--- src/rtl/dmem_arbiter.sv ---
// Two-master round-robin arbiter and three-state sequencer for the shared data-memory/MMIO port.
// Latency: request seen at edge k -> memory strobe in cycle k..k+1 -> one-cycle ack in cycle k+1..k+2.
// Backpressure: a master holds req until its ack; the losing master waits, and its req is served on the next grant.
//
// Ports:
//   clk, reset                       clock; asynchronous active-high reset
//   m0_* / m1_*                      master request/ack handshake (0 = MEM stage, 1 = boot/debug loader)
//   mem_addr/mem_wdata/mem_read/mem_write/mem_rdata   single memory port (mem_rdata is combinational)
//   err                              access fault flag, one cycle alongside the ack
// Build option: define DMEM_ARB_ERR_EN to decode the address at grant and fault illegal accesses;
// without it every access is forwarded and err is tied low.
module dmem_arbiter #(
    parameter int ADDR_W = 32,
    parameter int DATA_W = 32
) (
    input  logic              clk,
    input  logic              reset,
    input  logic              m0_req,
    input  logic              m0_we,
    input  logic [ADDR_W-1:0] m0_addr,
    input  logic [DATA_W-1:0] m0_wdata,
    output logic [DATA_W-1:0] m0_rdata,
    output logic              m0_ack,
    input  logic              m1_req,
    input  logic              m1_we,
    input  logic [ADDR_W-1:0] m1_addr,
    input  logic [DATA_W-1:0] m1_wdata,
    output logic [DATA_W-1:0] m1_rdata,
    output logic              m1_ack,
    output logic [ADDR_W-1:0] mem_addr,
    output logic [DATA_W-1:0] mem_wdata,
    output logic              mem_read,
    output logic              mem_write,
    input  logic [DATA_W-1:0] mem_rdata,
    output logic              err
);

    localparam logic [1:0] IDLE = 2'd0;
    localparam logic [1:0] XFER = 2'd1;
    localparam logic [1:0] DONE = 2'd2;

    logic [1:0]        state;
    logic              owner;
    logic              last;
    logic [ADDR_W-1:0] lat_addr;
    logic [DATA_W-1:0] lat_wdata;
    logic              lat_we;
    logic              xfer_ok;

    logic              grant_vld;
    logic              grant_id;
    logic [ADDR_W-1:0] sel_addr;
    logic [DATA_W-1:0] sel_wdata;
    logic              sel_we;

    // Grant decision. In DONE only the non-owner can be granted: the owner
    // has just been acked and its req still reflects the finished transaction.
    always_comb begin
        grant_vld = 1'b0;
        grant_id  = 1'b0;
        case (state)
            IDLE: begin
                if (m0_req && m1_req) begin
                    grant_vld = 1'b1;
                    grant_id  = !last;
                end else if (m0_req) begin
                    grant_vld = 1'b1;
                    grant_id  = 1'b0;
                end else if (m1_req) begin
                    grant_vld = 1'b1;
                    grant_id  = 1'b1;
                end
            end
            DONE: begin
                if (owner ? m0_req : m1_req) begin
                    grant_vld = 1'b1;
                    grant_id  = !owner;
                end
            end
            default: ;
        endcase
    end

    assign sel_addr  = grant_id ? m1_addr  : m0_addr;
    assign sel_wdata = grant_id ? m1_wdata : m0_wdata;
    assign sel_we    = grant_id ? m1_we    : m0_we;

    // Strobes are decoded from state so an asynchronous reset mid-XFER
    // withdraws a pending write before the memory can commit it.
    assign mem_addr  = lat_addr;
    assign mem_wdata = lat_wdata;
    assign mem_write = (state == XFER) && xfer_ok && lat_we;
    assign mem_read  = (state == XFER) && xfer_ok && !lat_we;

    always_ff @(posedge clk or posedge reset) begin
        if (reset) begin
            state     <= IDLE;
            owner     <= 1'b0;
            last      <= 1'b1;
            lat_addr  <= '0;
            lat_wdata <= '0;
            lat_we    <= 1'b0;
            m0_ack    <= 1'b0;
            m1_ack    <= 1'b0;
            m0_rdata  <= '0;
            m1_rdata  <= '0;
        end else begin
            m0_ack <= 1'b0;
            m1_ack <= 1'b0;
            case (state)
                IDLE, DONE: begin
                    if (grant_vld) begin
                        state     <= XFER;
                        owner     <= grant_id;
                        last      <= grant_id;
                        lat_addr  <= sel_addr;
                        lat_wdata <= sel_wdata;
                        lat_we    <= sel_we;
                    end else begin
                        state <= IDLE;
                    end
                end
                XFER: begin
                    state <= DONE;
                    if (owner) m1_ack <= 1'b1;
                    else       m0_ack <= 1'b1;
                    // Faulted accesses return zero; good writes leave rdata alone.
                    if (!xfer_ok) begin
                        if (owner) m1_rdata <= '0;
                        else       m0_rdata <= '0;
                    end else if (!lat_we) begin
                        if (owner) m1_rdata <= mem_rdata;
                        else       m0_rdata <= mem_rdata;
                    end
                end
                default: state <= IDLE;
            endcase
        end
    end

`ifdef DMEM_ARB_ERR_EN
    logic lat_bad;

    // Legal map: 2 KiB RAM at 0, plus TH/TL/TCON/digit registers; word-aligned only.
    function automatic logic addr_illegal(input logic [ADDR_W-1:0] a);
        logic mapped;
        mapped = (a < ADDR_W'(32'h0000_0800)) ||
                 (a == ADDR_W'(32'h4000_0000)) ||
                 (a == ADDR_W'(32'h4000_0004)) ||
                 (a == ADDR_W'(32'h4000_0008)) ||
                 (a == ADDR_W'(32'h4000_0010));
        return !(mapped && (a[1:0] == 2'b00));
    endfunction

    always_ff @(posedge clk or posedge reset) begin
        if (reset) begin
            lat_bad <= 1'b0;
            err     <= 1'b0;
        end else begin
            if (grant_vld) lat_bad <= addr_illegal(sel_addr);
            err <= (state == XFER) && lat_bad;
        end
    end

    assign xfer_ok = !lat_bad;
`else
    assign xfer_ok = 1'b1;
    assign err     = 1'b0;
`endif

endmodule

--- config.mk ---
export PLATFORM = sky130hd
export DESIGN_NAME = dmem_arbiter
export DESIGN_NICKNAME = d
export VERILOG_FILES = /design/src/rtl/dmem_arbiter.sv
export SDC_FILE = /design/constraint.sdc
export NUM_CORES = 1
export LEC_CHECK = 0
export BUFFER_PORTS_ARGS = -buffer_cell sky130_fd_sc_hd__buf_4
export CORE_MARGIN = 4
export CORE_UTILIZATION = 41
export CTS_BUF_LIST = sky130_fd_sc_hd__clkbuf_16
export DETAILED_ROUTE_END_ITERATION = 8
export PLACE_DENSITY = 0.76
export SYNTH_ARGS = -nofsm -noshare
export SYNTH_HDL_FRONTEND = slang
export SYNTH_SLANG_ARGS = --single-unit
--- constraint.sdc ---
create_clock -name clk -period 4.3 [get_ports clk]
set_clock_uncertainty 0.15 [all_clocks]
set_input_delay 0.43 -clock clk [delete_from_list [all_inputs] [get_ports clk]]
set_output_delay 0.43 -clock clk [all_outputs]
set_load 0.005 [all_outputs]
==> flow_summary.ini <==
[timing]
finalSetupTns_ns = 0
slew_headroom_pct = 22.84
period_minus_slack_ns = 2.424
hold_viol_final = 0
max_clock_freq_ghz = 0.4125
maxSlewViolCount = 0
rsz0062_at_grt = false
tightestPinTransition_ns = 1.157
period_share_pct = 56.38
setup_viol = 0
hold_ws_ns = 0.04645

[floorplan]
ios = 299
start_util_pct = 42.21
die_h_um = 125.5
core_area_mm2 = 0.01340
row_count = 42
die-area_mm2 = 0.01574
fp.dieW_um = 125.5

[drt]
via_per_inst = 4.839
route.detailed.drc = 0
wl_met1_um = 6028
drt_iter0_drc = 211
antenna_left = 0
routed_wl_um = 15500
post_drt_wl_per_cell_um = 16.75
wl_met3_um = 1335
drt-pass1-iter-count = 6
vias = 4476
wl_met2_um = 7953
top_layer = met4

[grt]
grt_pass1_vias = 4704
grt_start_max_net_pins = 101
antenna_found_initial = 0
grt_pass1_wl_um = 24770
grt_usage_pct = 19.69
grt-ovfl-total = 0

[yosys]
postSynthAreaPerCell_um2 = 12.65
synth-seq-cells = 135
synth-seq-area-share_pct = 59.74
synth_cells = 447
synth_top_area_share_pct = 59.28
yosys.area.top_type = dfrtp_1
syn_area_mm2 = 0.005657
syn-num-nets = 613
synth_cell_types = 22
yosys_warnings = 0
yosys-top-cells-area = dfrtp_1 59%, mux2i_1 12%, mux2_2 9.6%, a21oi_1 5.8%, nor2_1 4.5%

[clock_tree]
clk_latency_ns = 0.41
cts_tree = built
post-cts-setup-buffers = 0
htreeDepth = 4
cts_made_buffers = 17
root_buffer = clkbuf_16
clock-sinks = 135
ctsLongestPathBuffers = 2
cts_hold_buf = 0
clk_pin_slew_ns = 0.06
cts_resized = 0

[critical_path]
crit_path_start = last$_DFFE_PP1P_
cp.required_ns = 4.39
crit_path_start_kind = flop
r2r_slack_ns = 1.88
critical_path.endpoint_type = flop
crit_path_max_fanout = 66
critPathCapture = mem_addr[4]$_DFFE_PP0P_
r2r-start = last$_DFFE_PP1P_
r2r_end = mem_addr[4]$_DFFE_PP0P_
worstRegToRegCells = 4
path_class = reg2reg
crit_arrival_ns = 2.52

[status]
status = complete, no violations

[finish]
n_antenna_cell = 0
layout_common_cells = 302 x buf_4, 134 x dfrtp_1, 68 x nor2_1
layout-drive-gt1-share_pct = 51.27
nNetsFinal = 903
area_growth_pct = 50.54
final_common_cell = buf_4

[placed_design]
portBuffers = 297
gp_congestion = 0.7818
hpwl_um = 11580

[power]
peakVddDrop_uv = 295.6
p_per_area_mw_per_mm2 = 718.7
p_total_w = 0.006120
leakagePower_nw = 4.359

[min_path]
hp-class = in2async

[flow_run]
max_cap_viol_count = 0
-- synthesized netlist by cell type --
cell type  number
a211o_1         1
a211oi_2        1
a21o_1          1
a21oi_1        66
a221o_1         1
and2_1          3
buf_2          17
buf_4           8
buf_6           4
clkbuf_1        2
conb_1          1
dfrtp_1       134
dfstp_2         1
inv_1           3
mux2_1         16
mux2_2         48
mux2i_1        66
nand2b_1        2
nor2_1         68
nor2b_1         2
nor3_2          1
o21ai_0         1
-- critical path, stage by stage, from the launching register on --
cell and delay, ns:
dfstp_2 0.52, nor2b_1 0.19, a221o_4 0.94, mux2i_1 0.30, a21oi_1 0.10
-- per-layer routing --
| metal | vias to the layer above | global-route usage [%] |
|---|---|---|
| li1 | 2138 | - |
| met1 | 2126 | 23.58 |
| met2 | 199 | 33.10 |
| met3 | 13 | 7.207 |
| met4 | 0 | 6.250 |
| met5 | - | 0 |
-- through the flow --
step           worst slack, ns  cell area (um^2)  std cells  util (%)
2_1_floorplan           0.1105              5657        447         -
3_3_place_gp             1.928              7976        894     59.52
3_5_place_dp             1.878              7976        894     59.52
4_1_cts                  1.853              8516        925     63.55
5_1_grt                  1.741              8516        925     63.55
6_report                 1.876              8516        925     63.55
-- kinds of logic after synthesis --
logic type	share of synthesized area, %
buffers and inverters	3.694
DFF	59.74
other	0.06629
muxes	24.42
AOI/OAI and AO/OA	6.614
and+or+nand+nor	5.463
-- registers in the layout, summed over array words and instances (netlist names) --
signal     count
owner          1
m1_rdata      32
mem_addr      32
m0_rdata      32
state          2
m0_ack         1
mem_wdata     32
lat_we         1
m1_ack         1
last           1
-- where the power goes --
| group | switching (W) | total (W) | leakage (nW) | internal, W |
|---|---|---|---|---|
| clock | 0.000534 | 0.00132 | 0.263 | 0.000784 |
| sequential | 0.000371 | 0.00229 | 1.56 | 0.00192 |
| combinational | 0.00107 | 0.00252 | 2.53 | 0.00145 |
-- worst min path at each step --
stage                                           end  cells past startpoint  slack, ns               startpoint
after floorplan                    last$_DFFE_PP1P_                      2       0.31         last$_DFFE_PP1P_
after global placement      m1_rdata[1]$_DFFE_PP0P_                      1       0.32  m1_rdata[1]$_DFFE_PP0P_
after detailed placement           last$_DFFE_PP1P_                      2       0.32         last$_DFFE_PP1P_
after CTS                  m0_rdata[20]$_DFFE_PP0P_                      2       0.07            mem_rdata[20]
after global routing       m0_rdata[20]$_DFFE_PP0P_                      2       0.08            mem_rdata[20]
final                     mem_wdata[19]$_DFFE_PP0P_                      2       0.05                    reset
-- final cells by class --
cell class | count | area (um^2)
Clock buffer | 17 | 425.4
Sequential cell | 135 | 3379
Clock inverter | 14 | 113.9
Timing Repair Buffer | 302 | 2267
Multi-Input combinational cell | 278 | 2093
Inverter | 3 | 16.27
Tap cell | 176 | 220.2
Fill cell | 1052 | 4885
Power figures use the tool's default switching activity.
